File: config.mk
export PLATFORM = sky130hd
export DESIGN_NAME = vram_writer
export DESIGN_NICKNAME = d
export VERILOG_FILES = /design/src/rtl/vram_pkg.sv /design/src/rtl/vram_addr_ctr.sv /design/src/rtl/vram_writer.sv
export SDC_FILE = /design/constraint.sdc
export NUM_CORES = 1
export LEC_CHECK = 0
export BUFFER_PORTS_ARGS = -buffer_cell sky130_fd_sc_hd__buf_2
export CAP_MARGIN = 20
export CELL_PAD_IN_SITES_DETAIL_PLACEMENT = 0
export CELL_PAD_IN_SITES_GLOBAL_PLACEMENT = 2
export CORE_ASPECT_RATIO = 1.4
export CORE_MARGIN = 2
export CORE_UTILIZATION = 33
export CTS_CLUSTER_SIZE = 28
export DETAILED_ROUTE_END_ITERATION = 10
export GPL_ROUTABILITY_DRIVEN = 0
export PLACE_DENSITY_LB_ADDON = 0.1
export RECOVER_POWER = 100
export SYNTH_ARGS = -nofsm -noshare
export SYNTH_HDL_FRONTEND = slang
export SYNTH_HIERARCHICAL = 1
export SYNTH_SLANG_ARGS = --single-unit
File: constraint.sdc
create_clock -name i_clk -period 2 [get_ports i_clk]
set_input_delay 0.3 -clock i_clk [delete_from_list [all_inputs] [get_ports i_clk]]
set_output_delay 0.3 -clock i_clk [all_outputs]
set_load 0.05 [all_outputs]
File: src/rtl/vram_pkg.sv
// Shared constants, FSM state type and pixel-select helper for the VRAM writer.
package vram_pkg;

   localparam int ADDR_W       = 15;
   localparam int PIX_W        = 2;
   localparam int PIX_PER_BYTE = 4;
   localparam int FRAME_PIX    = 32768;

   typedef enum logic {
      IDLE,
      UNPACK
   } state_t;

   // Pixel 0 is the MSB pair of the packed byte.
   function automatic logic [PIX_W-1:0] pix_sel(input logic [7:0] b, input logic [1:0] idx);
      logic [PIX_W-1:0] r;
      case (idx)
         2'd0:    r = b[7:6];
         2'd1:    r = b[5:4];
         2'd2:    r = b[3:2];
         default: r = b[1:0];
      endcase
      return r;
   endfunction

endpackage

File: src/rtl/vram_addr_ctr.sv
// Framebuffer write-address counter: steps once per write, wraps at the end of
// the frame with a one-cycle done pulse, and is zeroed by restart.
module vram_addr_ctr #(
   parameter int ADDR_W    = vram_pkg::ADDR_W,
   parameter int FRAME_PIX = vram_pkg::FRAME_PIX
) (
   input  logic              clk,
   input  logic              rst_n,
   input  logic              restart,
   input  logic              step,
   output logic [ADDR_W-1:0] addr,
   output logic              frame_done
);
   import vram_pkg::*;

   localparam logic [ADDR_W-1:0] LAST = ADDR_W'(FRAME_PIX - 1);

   always_ff @(posedge clk or negedge rst_n) begin
      if (!rst_n) begin
         addr       <= '0;
         frame_done <= 1'b0;
      end else begin
         // Restart wins: the address is re-zeroed and no done pulse escapes.
         frame_done <= step && (addr == LAST) && !restart;
         if (restart)
            addr <= '0;
         else if (step)
            addr <= (addr == LAST) ? '0 : addr + 1'b1;
      end
   end

endmodule

File: src/rtl/vram_writer.sv
// Unpacks bytes of four 2-bit pixels into sequential framebuffer writes,
// one pixel per cycle, with all outputs registered.
module vram_writer #(
   parameter int ADDR_W    = vram_pkg::ADDR_W,
   parameter int FRAME_PIX = vram_pkg::FRAME_PIX
) (
   input  logic              i_clk,
   input  logic              i_rst_n,
   input  logic              i_restart,
   input  logic [7:0]        i_data,
   input  logic              i_valid,
   output logic              o_ready,
   output logic              o_we,
   output logic [ADDR_W-1:0] o_addr,
   output logic [1:0]        o_wdata,
   output logic              o_frame_done,
   output logic              o_busy
);
   import vram_pkg::*;

   localparam logic [1:0] LAST_PIX = 2'(PIX_PER_BYTE - 1);

   state_t     state;
   logic [1:0] pix;
   logic [7:0] data_q;
   logic       accept;

   assign accept = i_valid & o_ready;

   // The counter register itself is the address port; it steps on each edge
   // that closes a write cycle.
   vram_addr_ctr #(
      .ADDR_W    (ADDR_W),
      .FRAME_PIX (FRAME_PIX)
   ) u_ctr (
      .clk        (i_clk),
      .rst_n      (i_rst_n),
      .restart    (i_restart),
      .step       (o_we),
      .addr       (o_addr),
      .frame_done (o_frame_done)
   );

   always_ff @(posedge i_clk or negedge i_rst_n) begin
      if (!i_rst_n) begin
         state   <= IDLE;
         pix     <= '0;
         data_q  <= '0;
         o_we    <= 1'b0;
         o_wdata <= '0;
         o_busy  <= 1'b0;
         o_ready <= 1'b0;
      end else if (accept) begin
         // o_ready is only high in IDLE or on the last pixel, so this also
         // covers back-to-back bytes and restart-with-accept.
         state   <= UNPACK;
         pix     <= '0;
         data_q  <= i_data;
         o_we    <= 1'b1;
         o_wdata <= pix_sel(i_data, 2'd0);
         o_busy  <= 1'b1;
         o_ready <= 1'b0;
      end else if (i_restart || state == IDLE || pix == LAST_PIX) begin
         state   <= IDLE;
         pix     <= '0;
         o_we    <= 1'b0;
         o_busy  <= 1'b0;
         o_ready <= 1'b1;
      end else begin
         pix     <= pix + 2'd1;
         o_wdata <= pix_sel(data_q, pix + 2'd1);
         o_ready <= (pix + 2'd1 == LAST_PIX);
      end
   end

endmodule

==> flow_metrics.py <==
metrics = {
    "final_layout": {
        "drive_gt1_share_pct": 16.7,
        "num_antenna_cells": 0,
        "syn_to_final_growth_pct": 19.4,
        "finalNetCount": 191,
    },
    "clock_network": {
        "cts_tree": "yes",
        "cts_setup_buffers": 0,
        "cts_sinks": 30,
        "clkSlewWorstSetupHoldPaths_ns": 0.06,
        "clockBufferDepth": 2,
        "cts_buffers": 5,
        "cts_resized": 0,
        "clock_latency_ns": 0.29,
        "root_buffer": "clkbuf_8",
        "hold_buffers": 0,
        "htreeDepth": 2,
    },
    "global_route": {
        "grt_first_pass_wirelength_mm": 5.64,
        "antenna_found_initial": 0,
        "grt_overflow": 0,
        "first_global_vias": 1133,
        "track_usage_pct": 15.2,
        "grt_max_degree": 31,
    },
    "power_and_ir_drop": {
        "vdd_drop_max_mv": 0.327,
        "p_leak_uw": 0.000757,
        "pwr_density_cell_mw_per_mm2": 862,
    },
    "setup_path": {
        "critical_path_class": "flop to flop",
        "slowest_delay_ns": 0.58,
        "reg2reg_depth": 5,
        "cp_slowest_cell": "or4_1",
        "crit_family": "simple AND/OR/NAND/NOR gates",
        "critPathBufInv": 0,
        "reg2reg_from": "u_ctr/addr[0]",
        "crit_arrival_ns": 1.99,
        "r2r-end": "u_ctr/addr[4]",
        "critPathLaunchType": "flop",
        "crit_chain": "ha_1 -> nand3_1 -> or4_1 -> o21bai_4 -> nor2_1",
        "worstSetupEndpointType": "flop",
        "r2r_slack_ns": 0.17,
        "worst_ep_required_time_ns": 2.16,
        "cp_max_fo": 11,
    },
    "worst_hold_path": {
        "hold_end": "data_q[4]",
        "hold_class": "primary input to flop",
        "holdPathStages": 2,
        "hp-start": "i_data[4]",
    },
    "sta": {
        "report.final.slew_viol_count": 31,
        "rsz0062_at_grt": "false",
        "tightest_slew_ns": 1.61,
        "fmax_mhz": 547,
        "finClkSkew_ns": 0.00838,
        "period_share_pct": 91.5,
        "final-hold-violation-count": 0,
        "fin_setup_tns_ns": 0,
        "setup_viol": 0,
        "post-route-min-period_ns": 1.83,
        "hold_slack_ns": 0.247,
        "slew_headroom_pct": -7.39,
    },
    "outcome": {
        "violations": "capacitance limit, slew limit",
        "status": "finished, violations left",
    },
    "logic_synthesis": {
        "netlist_area_mm2": 0.00147,
        "yosys.area_share.simple_pct": 18.7,
        "ys_warn_count": 6,
        "postSynthCellCount": 134,
        "synth-seq-area-share_pct": 51.2,
        "synth-seq-cells": 30,
        "synth_top_family_by_area": "simple AND/OR/NAND/NOR gates",
        "synth.area.mux_share_pct": 4.60,
        "synthAdderAreaFrac_pct": 5.12,
        "syn-num-nets": 152,
        "synth_cell_types": 34,
        "synth_compound_area_share_pct": 9.12,
        "avgSynthCellArea_um2": 11.0,
        "synth-xor-area-share_pct": 7.16,
    },
    "placed_design": {
        "portBuffers": 32,
        "dp_hpwl_mm": 2.52,
    },
    "die": {
        "die_area_mm2": 0.00500,
        "core_area_mm2": 0.00424,
        "die_y_um": 82.9,
        "die_x_um": 60.4,
        "initial_core_util_pct": 34.6,
        "ios": 33,
        "row_count": 28,
    },
    "route": {
        "ant_nets": 0,
        "dr_total_vias": 1161,
        "initialDrtViolationCount": 49,
        "wirelength_mm": 3.49,
        "drc": 0,
        "drt-wirelength-per-cell_um": 14.9,
        "viasPerCell": 4.96,
        "drt_first_pass_iters": 4,
    },
    "run": {
        "max_cap_violations": 1,
    },
}
==> worst max-delay path by stage <==
stage                   from              to  slack, ns  cells after the start
2_1_floorplan  u_ctr/addr[0]   u_ctr/addr[4]       0.04                      6
3_3_place_gp   u_ctr/addr[0]  u_ctr/addr[10]       0.26                      5
3_5_place_dp   u_ctr/addr[0]  u_ctr/addr[10]       0.24                      5
4_1_cts        u_ctr/addr[0]  u_ctr/addr[10]       0.20                      5
5_1_grt        u_ctr/addr[0]  u_ctr/addr[13]       0.02                      5
6_report       u_ctr/addr[0]   u_ctr/addr[4]       0.17                      5
==> flip-flops by register name, summed over array words and instances (netlist names) <==
name and count:
state 1, u_ctr/addr 15, data_q 8, o_wdata 2, u_ctr/frame_done 1, pix 2, o_ready 1
==> kinds of logic (layout without fill, tap and decap cells) <==
family / count (synthesis) / in the layout
buf+inv: 11 / 51
flops: 30 / 30
simple gates: 52 / 52
mux: 6 / 6
xor+xnor: 12 / 12
compound gates: 17 / 17
fa+ha+maj: 6 / 6
==> per-layer routing <==
layer	vias to the layer above	part of all wire [%]	global-route usage, %
met5	-	0	0
met4	0	2.3	7.27
met3	8	4.8	4.05
met2	34	53	25.5
met1	575	40	17.2
li1	544	-	-
==> Yosys cell counts (all sizes together) <==
cell type	instances	area [um2]
a21oi	2	10.0
and4	1	8.76
and3	3	18.8
buf	4	35.0
o2111ai	1	8.76
ha	6	75.1
a211oi	2	15.0
mux2	6	67.6
nor2	17	63.8
nor3	4	20.0
or4	1	11.3
nand2	9	36.3
o211ai	1	7.51
nor4	5	31.3
xnor2	11	96.3
xor2	1	8.76
nor3b	1	7.51
nand4	3	25.0
nor2b	2	12.5
nand3b	1	7.51
a22o	2	17.5
a21o	2	15.0
a31oi	3	18.8
nand3	4	20.0
o21a	1	7.51
o31ai	2	15.0
o21bai	1	18.8
inv	7	26.3
dfrtp	30	751
or3b	1	11.3
==> report_power, final <==
group	total [uW]	switching, uW	internal, uW	leakage (uW)
sequential	714	43.3	671	0.000392
clock	508	231	277	0.0000482
combinational	289	196	93.5	0.000316
total	1510	471	1040	0.000757
==> layout by cell type, fill, tap and decap left out, types with 2 or more instances in the layout <==
master,instances
nand3_1,4
a21oi_1,2
mux2_2,6
a22o_1,2
nand2_1,9
dfrtp_1,30
xnor2_1,11
ha_1,6
clkbuf_8,6
nor2_1,17
and3_1,3
nor4_1,5
a31oi_1,3
o31ai_1,2
nand4_1,2
clkbuf_1,23
nor3_1,4
a21o_1,2
buf_2,10
a211oi_1,2
buf_4,4
inv_1,7
nor2b_1,2
==> area by class of cell <==
class,instances,area (um2)
Fill cell,443,2490
Sequential cell,30,751
Multi-Input combinational cell,93,647
Timing Repair Buffer,36,163
Clock buffer,7,86.3
Tap cell,60,75.1
Inverter,7,26.3
Clock inverter,1,5.00
==> metrics by stage <==
step | utilization (%) | cell area (um2) | cells | setup WS [ns] | power [uW]
2_1_floorplan | - | 1470 | 134 | 0.0435 | 943
3_3_place_gp | 40.1 | 1700 | 226 | 0.259 | 1030
3_5_place_dp | 40.1 | 1700 | 226 | 0.240 | 1030
4_1_cts | 42.2 | 1790 | 234 | 0.200 | 1550
5_1_grt | 41.4 | 1750 | 234 | 0.0224 | 1580
6_report | 41.4 | 1750 | 234 | 0.171 | 1510
No activity file was read; power rests on OpenSTA's default activity.
